## config.mk

```make
export PLATFORM = sky130hd
export DESIGN_NAME = second_timestamper_flat
export DESIGN_NICKNAME = d
export VERILOG_FILES = /design/src/rtl/second_timestamper_if.sv /design/src/rtl/second_timestamper.sv /design/src/flat_wrapper.sv
export SDC_FILE = /design/constraint.sdc
export NUM_CORES = 1
export LEC_CHECK = 0
export BUFFER_PORTS_ARGS = -buffer_cell sky130_fd_sc_hd__buf_4
export CORE_ASPECT_RATIO = 0.75
export CORE_MARGIN = 5
export CORE_UTILIZATION = 60
export CTS_CLUSTER_DIAMETER = 60
export CTS_CLUSTER_SIZE = 20
export DETAILED_ROUTE_END_ITERATION = 8
export PLACE_DENSITY = 0.86
export SYNTH_ARGS = -nofsm -noshare
export SYNTH_HDL_FRONTEND = slang
export SYNTH_SLANG_ARGS = --single-unit
```

## constraint.sdc

```tcl
create_clock -name clk50 -period 7.1 [get_ports clk50]
set_clock_uncertainty 0.05 [all_clocks]
set_input_delay 0.355 -clock clk50 [delete_from_list [all_inputs] [get_ports clk50]]
set_output_delay 0.355 -clock clk50 [all_outputs]
set_load 0.03 [all_outputs]
```

## src/rtl/second_timestamper_if.sv

```systemverilog
// second_timestamper_if
//   Timestamp output stream of second_timestamper. The producer presents the
//   FIFO head entry, and the consumer accepts it with ts_ready.
//   Signals:
//     ts_valid  head entry present (FIFO non-empty)
//     ts_ready  consumer accepts the head entry this cycle
//     ts_sec    head entry seconds count
//     ts_sub    head entry sub-second count
//     ts_stale  head entry was captured while the clk1 reference was lost
//   Modports: master = timestamper side, slave = consumer side.
interface second_timestamper_if #(
  parameter int SEC_W = 32,
  parameter int SUB_W = 8
);
  logic             ts_valid;
  logic             ts_ready;
  logic [SEC_W-1:0] ts_sec;
  logic [SUB_W-1:0] ts_sub;
  logic             ts_stale;

  modport master (output ts_valid, ts_sec, ts_sub, ts_stale, input ts_ready);
  modport slave  (input ts_valid, ts_sec, ts_sub, ts_stale, output ts_ready);
endinterface

```

## src/rtl/second_timestamper.sv

```systemverilog
// second_timestamper
//   Tracks seconds and sub-second cycles against the divided clk1 reference,
//   which is sampled as data in the clk50 domain. Trigger strobes are stamped
//   with {sec, sub, stale} into a small first-word-fall-through FIFO. The block
//   also records the sub-second phase of the divider's marker pulse, and it
//   flags loss of the clk1 reference.
//   Ports:
//     clk50        system clock
//     rst          asynchronous, active-high reset
//     clk1         divided clock (level, sampled every clk50 cycle)
//     pulse        single-cycle marker from the divider
//     trig         single-cycle event strobe to timestamp
//     clr_ovf      clears the sticky overflow and lost flags
//     ts           timestamp stream (master side), head entry combinational
//     fifo_count   FIFO occupancy
//     overflow     sticky: a trigger was dropped because the FIFO was full
//     lost         sticky: TIMEOUT cycles elapsed without a clk1 rise
//     synced       state is SYNCED
//     pulse_phase  sub value sampled on the last accepted pulse
module second_timestamper #(
  parameter  int SEC_W   = 32,
  parameter  int SUB_W   = 8,
  parameter  int TIMEOUT = 104,
  parameter  int DEPTH   = 4,
  localparam int CNT_W   = $clog2(DEPTH + 1),
  localparam int PTR_W   = $clog2(DEPTH)
) (
  input  logic             clk50,
  input  logic             rst,
  input  logic             clk1,
  input  logic             pulse,
  input  logic             trig,
  input  logic             clr_ovf,
  second_timestamper_if.master ts,
  output logic [CNT_W-1:0] fifo_count,
  output logic             overflow,
  output logic             lost,
  output logic             synced,
  output logic [SUB_W-1:0] pulse_phase
);

  typedef enum logic [1:0] {UNSYNC, SYNCED, LOST} state_t;

  typedef struct packed {
    logic [SEC_W-1:0] sec;
    logic [SUB_W-1:0] sub;
    logic             stale;
  } entry_t;

  localparam logic [SUB_W-1:0] SUB_TO  = SUB_W'(TIMEOUT - 1);
  localparam logic [SUB_W-1:0] SUB_MAX = '1;
  localparam logic [CNT_W-1:0] CNT_FULL = CNT_W'(DEPTH);

  state_t           state;
  logic             clk1_q;
  logic [SEC_W-1:0] sec;
  logic [SUB_W-1:0] sub;

  entry_t           mem [DEPTH];
  logic [PTR_W-1:0] wr_ptr;
  logic [PTR_W-1:0] rd_ptr;
  logic [CNT_W-1:0] count;

  logic             rise;
  logic             timeout_hit;
  logic [SUB_W-1:0] sub_inc;
  logic             push_req;
  logic             full;
  logic             pop;
  logic             do_push;
  logic             drop;
  entry_t           wr_entry;
  entry_t           head;

  // ---------------------------------------------------------------------------
  // Reference tracking
  // ---------------------------------------------------------------------------
  always_comb begin
    rise        = clk1 & ~clk1_q;
    // Only SYNCED can time out; LOST just keeps counting.
    timeout_hit = (state == SYNCED) && !rise && (sub == SUB_TO);
    sub_inc     = (sub == SUB_MAX) ? sub : sub + SUB_W'(1);
  end

  always_ff @(posedge clk50 or posedge rst) begin
    if (rst) begin
      state  <= UNSYNC;
      clk1_q <= 1'b0;
      sec    <= '0;
      sub    <= '0;
    end else begin
      clk1_q <= clk1;
      case (state)
        UNSYNC: begin
          if (rise) begin
            state <= SYNCED;
            sec   <= '0;
            sub   <= '0;
          end
        end
        SYNCED: begin
          if (rise) begin
            sec <= sec + SEC_W'(1);
            sub <= '0;
          end else begin
            if (timeout_hit) state <= LOST;
            sub <= sub_inc;
          end
        end
        LOST: begin
          if (rise) begin
            state <= SYNCED;
            sec   <= sec + SEC_W'(1);
            sub   <= '0;
          end else begin
            sub <= sub_inc;
          end
        end
        default: state <= UNSYNC;
      endcase
    end
  end

  assign synced = (state == SYNCED);

  // Sticky flags: a set event in the same cycle beats the clear.
  always_ff @(posedge clk50 or posedge rst) begin
    if (rst) begin
      lost        <= 1'b0;
      overflow    <= 1'b0;
      pulse_phase <= '0;
    end else begin
      if (timeout_hit)  lost <= 1'b1;
      else if (clr_ovf) lost <= 1'b0;

      if (drop)         overflow <= 1'b1;
      else if (clr_ovf) overflow <= 1'b0;

      if (pulse && state != UNSYNC) pulse_phase <= sub;
    end
  end

  // ---------------------------------------------------------------------------
  // Timestamp FIFO (first-word fall-through)
  // ---------------------------------------------------------------------------
  always_comb begin
    // The entry uses this cycle's register values, i.e. before any rise update.
    push_req       = trig && (state != UNSYNC);
    full           = (count == CNT_FULL);
    pop            = (count != '0) && ts.ts_ready;
    // A pop frees a slot in the same cycle, so full+pop still accepts the push.
    do_push        = push_req && (!full || pop);
    drop           = push_req && full && !pop;
    wr_entry.sec   = sec;
    wr_entry.sub   = sub;
    wr_entry.stale = (state == LOST);
  end

  always_ff @(posedge clk50 or posedge rst) begin
    if (rst) begin
      wr_ptr <= '0;
      rd_ptr <= '0;
      count  <= '0;
      for (int i = 0; i < DEPTH; i++) mem[i] <= '0;
    end else begin
      if (do_push) begin
        mem[wr_ptr] <= wr_entry;
        wr_ptr      <= wr_ptr + PTR_W'(1);
      end
      if (pop) rd_ptr <= rd_ptr + PTR_W'(1);
      case ({do_push, pop})
        2'b10:   count <= count + CNT_W'(1);
        2'b01:   count <= count - CNT_W'(1);
        default: count <= count;
      endcase
    end
  end

  always_comb begin
    head        = mem[rd_ptr];
    ts.ts_valid = (count != '0);
    ts.ts_sec   = head.sec;
    ts.ts_sub   = head.sub;
    ts.ts_stale = head.stale;
  end

  assign fifo_count = count;

endmodule

```

## src/flat_wrapper.sv

```systemverilog
// flat-port wrapper written by rule: the top's interface ports become plain ports
module second_timestamper_flat 
#(
  parameter  int SEC_W   = 32,
  parameter  int SUB_W   = 8,
  parameter  int TIMEOUT = 104,
  parameter  int DEPTH   = 4,
  localparam int CNT_W   = $clog2(DEPTH + 1),
  localparam int PTR_W   = $clog2(DEPTH)
)
  (clk50, rst, clk1, pulse, trig, clr_ovf, fifo_count, overflow, lost, synced, pulse_phase, ts_ts_valid, ts_ts_sec, ts_ts_sub, ts_ts_stale, ts_ts_ready);
  second_timestamper_if #(.SEC_W(SEC_W), .SUB_W(SUB_W)) ts_i ();
  input  logic clk50;
  input  logic rst;
  input  logic clk1;
  input  logic pulse;
  input  logic trig;
  input  logic clr_ovf;
  output logic [CNT_W-1:0] fifo_count;
  output logic overflow;
  output logic lost;
  output logic synced;
  output logic [SUB_W-1:0] pulse_phase;
  output wire logic [$bits(ts_i.ts_valid)-1:0] ts_ts_valid;
  output wire logic [$bits(ts_i.ts_sec)-1:0] ts_ts_sec;
  output wire logic [$bits(ts_i.ts_sub)-1:0] ts_ts_sub;
  output wire logic [$bits(ts_i.ts_stale)-1:0] ts_ts_stale;
  input wire logic [$bits(ts_i.ts_ready)-1:0] ts_ts_ready;
  assign ts_ts_valid = ts_i.ts_valid;
  assign ts_ts_sec = ts_i.ts_sec;
  assign ts_ts_sub = ts_i.ts_sub;
  assign ts_ts_stale = ts_i.ts_stale;
  assign ts_i.ts_ready = ts_ts_ready;
  second_timestamper #(.SEC_W(SEC_W), .SUB_W(SUB_W), .TIMEOUT(TIMEOUT), .DEPTH(DEPTH)) u_core (.clk50(clk50), .rst(rst), .clk1(clk1), .pulse(pulse), .trig(trig), .clr_ovf(clr_ovf), .ts(ts_i), .fifo_count(fifo_count), .overflow(overflow), .lost(lost), .synced(synced), .pulse_phase(pulse_phase));
endmodule
```

==> out/metrics.csv, run 1 <==
metric,value,unit
p_seq_share,50.1,%
fin_ws,3.959,ns
grt_pass1_wl,36390,um
ir_drop,0.2685,mV
async_reset_ff_share,100.0,%
globalplace.congestion,0.7985,
path_class,reg2out,
synth.avg_cell_area,13.88,um^2
tns,0,ns
core-area,0.01683,mm^2
rsz0062_at_grt,no,
grt_overflow,0,
dpl.hpwl,13690,um
synth_nets,759,
antenna_found_initial,0,
synth_edf_count,0,
path_max_fanout,22,
slew_headroom,12.61,%
ys_ff_latch,224,
synth_most_common_cell,dfrtp_1,
chipHeight,123.3,um
nNetsFinal,787,
grt.total_usage,22.85,%
drtAntennaViolNets,0,
synth_cell_types,53,
whs_path_depth,2,
routed_wl,21820,um
total_power,3.093,mW
setup_viol,0,
drt_iter0_drc,527,
drc,0,
syn_area,0.01027,mm^2
drive_above_1_share,35.58,%
grt_max_degree,139,
placed_cells,965,
wl_per_cell,22.15,um
drv_cap,0,
max_freq,318.4,MHz
power_density,275.5,mW/mm^2
synthCells,740,
hold_viol,0,
clkLatencyLatePin,0.47,ns
status,"complete, no violations",
synth_common_cells,"224 x dfrtp_1, 140 x mux2_2, 41 x mux4_2",
fin_crit_sh,44.24,%
vias,6331,
cts_num_sinks,224,
worst-r2r-cell-count,5,
clockRootBuffer,clkbuf_16,
via_per_inst,6.427,
port_buffers,62,
power_switching_share,32.21,%
htree_levels,1,
firstDrtPassIters,5,
initial_utilization,61.04,%
die_area,0.01986,mm^2
insertedDiodeCount,0,
numCtsBuffers,15,
ys.flop_type,dfrtp_1,
dp_slack,4.040,ns
area.growth.synth_to_final,9.307,%
clkTransAtPathRegs,0.09,ns
postCtsSetupBuffers,0,
tightest_slew,1.297,ns
cp-end-kind,output port,
hold_class,in2reg,
power.switching,0.9961,mW
yosysTopAreaCell,dfrtp_1,
io_pins,63,
placementRows,41,
placed_cell_area,0.01081,mm^2
chipWidth,161.1,um
ys_warn_count,0,
pwr-share-comb,23.4,%
synth_top_area_share,54.57,%
tritoncts,yes,
pwr-share-clk,26.4,%
internal-power,2.097,mW
p_leak,5.418,nW
first_global_vias,6890,
fillers,1172,
yosysSeqAreaShare,54.57,%
worst_ep_required_time,6.69,ns
final_area,0.01123,mm^2
cp.arrival,2.74,ns
start_kind,flip-flop,
finalNonFillerCells,985,
drv_slew,0,
clockBufferDepth,3,
min_period,3.141,ns
yosys-top-cells-area,"dfrtp_1 55%, mux2_2 15%, mux4_2 9.0%",
## placed cells by master, fill, tap and decap left out, types with 14 or more instances in the layout
cell,Yosys,layout
dfrtp_1,224,222
mux2_2,140,140
buf_4,0,65
mux4_2,41,41
nand2_1,35,31
mux2_1,30,30
inv_1,25,24
a21oi_1,23,23
o21ai_0,15,15
clkbuf_16,0,15
or4_1,14,14
## what timing repair did
item,in CTS,in global routing
hold endpoints to repair,1,0
gates resized for setup,0,0
hold buffers,1,0
## power groups by stage
stage               registers [mW]  logic (mW)  clock network, mW
global placement              1.56       0.696                  0
CTS                           1.55       0.730              0.834
detailed placement            1.57       0.727                  0
floorplan                     1.48       0.591                  0
global route                  1.57       0.779              0.883
finish                        1.55       0.725              0.818
## metal layers
| metal | share of wire [%] | wire (um) | global-route usage (%) | vias up |
|---|---|---|---|---|
| met3 | 4.9 | 1066 | 3.199 | 32 |
| met4 | 1.7 | 375 | 5.008 | 0 |
| met1 | 45 | 9816 | 32.75 | 3342 |
| li1 | - | - | - | 2764 |
| met2 | 48 | 10560 | 38.22 | 193 |
| met5 | 0 | 0 | 0 | - |
## cell families (layout without fill, tap and decap cells)
group,Yosys count,count (layout),synth area share [%]
and+or+nand+nor,118,118,6.469
adders and majority gates,12,12,1.535
xor gates and xnor gates,10,10,0.8527
DFF,224,224,54.57
muxes,220,220,28.51
buffers and inverters,80,110,3.277
AOI/OAI and AO/OA,76,76,4.788
## per-stage QoR
step / util (%) / hold WS [ns]
after floorplan: - / 0.3364
after global routing: 66.72 / 0.03701
final: 66.72 / 0.01963
after CTS: 66.72 / 0.007228
after global placement: 64.22 / 0.4179
after detailed placement: 64.22 / 0.4296
## flip-flops by register name, indices dropped and copies added (netlist names)
signal / flops
u_core.clk1_q: 1
u_core.fifo_count: 3
u_core.lost: 1
u_core.mem: 164
u_core.overflow: 1
u_core.pulse_phase: 8
u_core.rd_ptr: 2
u_core.sec: 32
u_core.state: 2
u_core.sub: 8
u_core.wr_ptr: 2
## worst paths after layout
check	from	end	slack [ns]
max in group asynchronous	rst	u_core.mem[140]	5.35
setup reg to reg	u_core.state[0]	u_core.mem[114]	4.02
hold / removal	clr_ovf	u_core.overflow	0.02
setup / recovery	u_core.rd_ptr[0]	ts_ts_sec[7]	3.96
hold reg to reg	u_core.mem[52]	u_core.mem[52]	0.44
min in group asynchronous	rst	u_core.mem[124]	0.03
## final cells by class
class	count	area (um^2)	share of cell area, %
clock inverter	2	18.77	0.1672
sequential	224	5608	49.95
tap	215	269.0	2.396
multi-input combinational	436	4339	38.65
inverter	25	101.3	0.9027
timing repair buffer	66	498.0	4.436
clock buffer	17	392.9	3.499
## critical path: stages (launching register included)
cell and delay [ns]:
dfrtp_2 0.93, buf_4 0.53, mux4_2 0.60, buf_4 0.19
No activity file was read; power rests on OpenSTA's default activity.
==> run 2: changes to the inputs <==
Settings changed: ABC_AREA set to 1, CORE_UTILIZATION 60 to 55, PLACE_DENSITY 0.86 to 0.83.
Clock period 7.1 ns to 2.7 ns, I/O delays scaled along.
==> run 2 against run 1 <==
  * First-iteration DRC count up 95%
  * Cell area is 6.9% higher
  * Sequential share of layout area decreased by 3.2 points
  * Utilization is 5.3 points lower
  * Combinational power increased to 9.5 times the previous value
  * Synthesized area up 7.3%
  * Register-to-register slack lost 3.7 ns
  * Flip-flop and latch count stayed put
  * Worst setup slack got worse by 3.7 ns
  * Synthesized cell count rose by 75%
  * Hold slack better by 0.043 ns
==> out/metrics.csv, run 2 <==
metric,value,unit,change
status,"complete, no violations",,
power_density,1162,mW/mm^2,+320%
cpLargestDelayFamily,adder cells,,
area.growth.synth_to_final,8.856,%,
max_stage_delay,0.43,ns,-0.50 ns
wl_per_cell,17.01,um,-23%
synth_edf_count,0,,unchanged
nNetsFinal,1341,,+70%
path_max_fanout,7,,-68%
syn_area,0.01102,mm^2,+7.3%
chipWidth,173.5,um,+7.7%
first_global_vias,9043,,+31%
placed_cell_area,0.01153,mm^2,+6.7%
worst-r2r-cell-count,10,,+5
core-area,0.01954,mm^2,+16%
slew_headroom,53.50,%,+41 points
slowest_stage,dfrtp_1,,
hold_buffers,5,,+4
largestRegisters,"u_core.mem x164, u_core.sec x32",,
cp.arrival,2.72,ns,-0.02 ns
cp-endpoint,u_core.fifo_count[2],,
ys.flop_type,dfrtp_1,,
clockRootBuffer,clkbuf_16,,
placed_cells,1553,,+61%
ir_drop,0.9446,mV,+250%
top_register,u_core.mem,,
cp-end-kind,flip-flop,,
firstDrtPassIters,6,,+1
clkTransAtPathRegs,0.08,ns,about the same
path_buf_inv,3,,+1
cpMostUsedCell,inv_1,,
layout_common_cells,"325 x nand2_1, 223 x dfrtp_1, 176 x o21ai_0",,
ys_ff_latch,224,,unchanged
synth_cell_types,34,,-36%
globalplace.congestion,0.8797,,+10%
synth.avg_cell_area,8.490,um^2,-39%
io_pins,63,,unchanged
vias,9183,,+45%
initial_utilization,56.39,%,-4.7 points
tightest_slew,0.6968,ns,-0.6003 ns
startpoint,u_core.state[0],,
r2r_start,u_core.state[0],,
drv_cap,0,,unchanged
whs,0.06304,ns,+0.04342 ns
drc,0,,unchanged
synth_common_cells,"325 x nand2_1, 224 x dfrtp_1, 176 x o21ai_0",,
path_cells,inv_1 -> ha_1 -> inv_1 -> nand3_4 -> ha_1 -> inv_1 -> fa_1 -> a21oi_1 -> o21ai_0 -> xor2_1,,
clockBufferDepth,3,,unchanged
synth_nets,1317,,+74%
synthCells,1298,,+75%
grt.total_usage,23.44,%,+0.59 points
grt_overflow,0,,unchanged
largest_reg_flops,164,,unchanged
worst_ep_required_time,2.99,ns,-3.70 ns
postCtsSetupBuffers,0,,unchanged
antenna_found_initial,0,,unchanged
yosysTopAreaCell,dfrtp_1,,
yosys-top-cells-area,"dfrtp_1 51%, nand2_1 11%, o21ai_0 8.0%",,
clkLatencyLatePin,0.48,ns,about the same
yosysSeqAreaShare,50.86,%,-3.7 points
drv_slew,0,,unchanged
min_period,2.423,ns,
worstReg2RegEnd,u_core.fifo_count[2],,
max_freq,412.7,MHz,
setup_viol,0,,unchanged
whs_path_depth,4,,+2
final_common_cell,nand2_1,,
async_reset_ff_share,100.0,%,unchanged
routed_wl,26850,um,+23%
drtAntennaViolNets,0,,unchanged
finalNonFillerCells,1579,,+60%
via_per_inst,5.816,,-9.5%
port_buffers,62,,unchanged
dpl.hpwl,17080,um,+25%
start_kind,flip-flop,,
final_area,0.01200,mm^2,+6.9%
path_class,reg2reg,,
fin_crit_sh,89.74,%,
numCtsBuffers,15,,unchanged
path_depth,10,,+7
synth_top_area_share,50.86,%,-3.7 points
drt_iter0_drc,1027,,+95%
die_area,0.02300,mm^2,+16%
synth_most_common_cell,nand2_1,,
hold_viol,0,,unchanged
hold_class,in2reg,,
insertedDiodeCount,0,,unchanged
placementRows,44,,+7.3%
drive_above_1_share,10.18,%,-25 points
cts_num_sinks,224,,unchanged
htree_levels,1,,unchanged
grt_max_degree,108,,-22%
chipHeight,132.6,um,+7.5%
p_leak,5.606,nW,+3.5%
r2r_slack,0.28,ns,-3.74 ns
ys_warn_count,0,,unchanged
grt_pass1_wl,45220,um,+24%
rsz0062_at_grt,no,,
tritoncts,yes,,
post_cts_resized,0,,unchanged
-- run 2: cell types whose count changed after synthesis, moves of 23 or more --
cell	before	now
nor2_1	12	139
nand3_1	5	37
mux2_2	140	1
inv_1	25	75
o21a_1	2	100
mux4_2	41	0
o21ai_0	15	176
nand2_1	35	325
o22ai_1	2	43
mux2_1	30	0
buf_6	1	24
-- run 2: layer usage --
| layer | up-vias | track usage (%) | routed length [um] |
|---|---|---|---|
| met4 | 0 | 6.469 | 587 |
| met3 | 40 | 3.480 | 1908 |
| met2 | 354 | 37.69 | 12320 |
| met1 | 4465 | 33.55 | 12030 |
| met5 | - | 0 | 0 |
| li1 | 4324 | - | - |
-- run 2: metrics by stage --
stage               setup TNS (ns)  utilization, %  worst slack (ns)  total power, mW
finish                           0           61.38            0.2769            13.94
CTS                              0           61.38            0.2715            13.97
global placement                 0           58.99            0.4718            11.55
detailed placement               0           58.99            0.2857            11.77
global route                     0           61.38            0.1411            14.83
floorplan                   -91.62               -           -0.4090            9.679
-- run 2: kinds of logic after synthesis --
family | Yosys count | share of synthesized area (%)
mux | 1 | 0.1022
flops | 224 | 50.86
simple gates | 553 | 21.25
compound gates | 343 | 18.44
xor+xnor | 6 | 0.4768
fa+ha+maj | 12 | 1.431
buf+inv | 159 | 7.437
-- run 2: cell type report --
type / count / area (um^2)
clock buffers: 19 / 400.4
clock inverters: 2 / 16.27
fillers: 1656 / 7547
inverters: 77 / 292.8
multi-input cells: 915 / 4596
flip-flops and latches: 224 / 5607
well taps: 253 / 316.6
repair buffers: 89 / 768.2
-- run 2: where the power goes --
group | leakage, nW | switching (mW) | internal (mW)
combinational | 2.52 | 4.41 | 2.46
sequential | 2.88 | 0.560 | 4.33
clock | 0.206 | 1.12 | 1.06
-- run 2: how the worst min path moves through the flow --
stage | from | endpoint | slack [ns]
6_report | ts_ts_ready | u_core.rd_ptr[0] | 0.06
5_1_grt | ts_ts_ready | u_core.rd_ptr[0] | 0.07
4_1_cts | ts_ts_ready | u_core.rd_ptr[0] | 0.05
3_5_place_dp | rst | u_core.mem[125] | 0.09
3_3_place_gp | rst | u_core.mem[125] | 0.09
2_1_floorplan | clk1 | u_core.clk1_q | 0.12
-- run 2: worst min-delay path, stage by stage --
cell and delay (ns):
buf_4 0.11, inv_1 0.08, a21oi_1 0.09, xor2_1 0.13
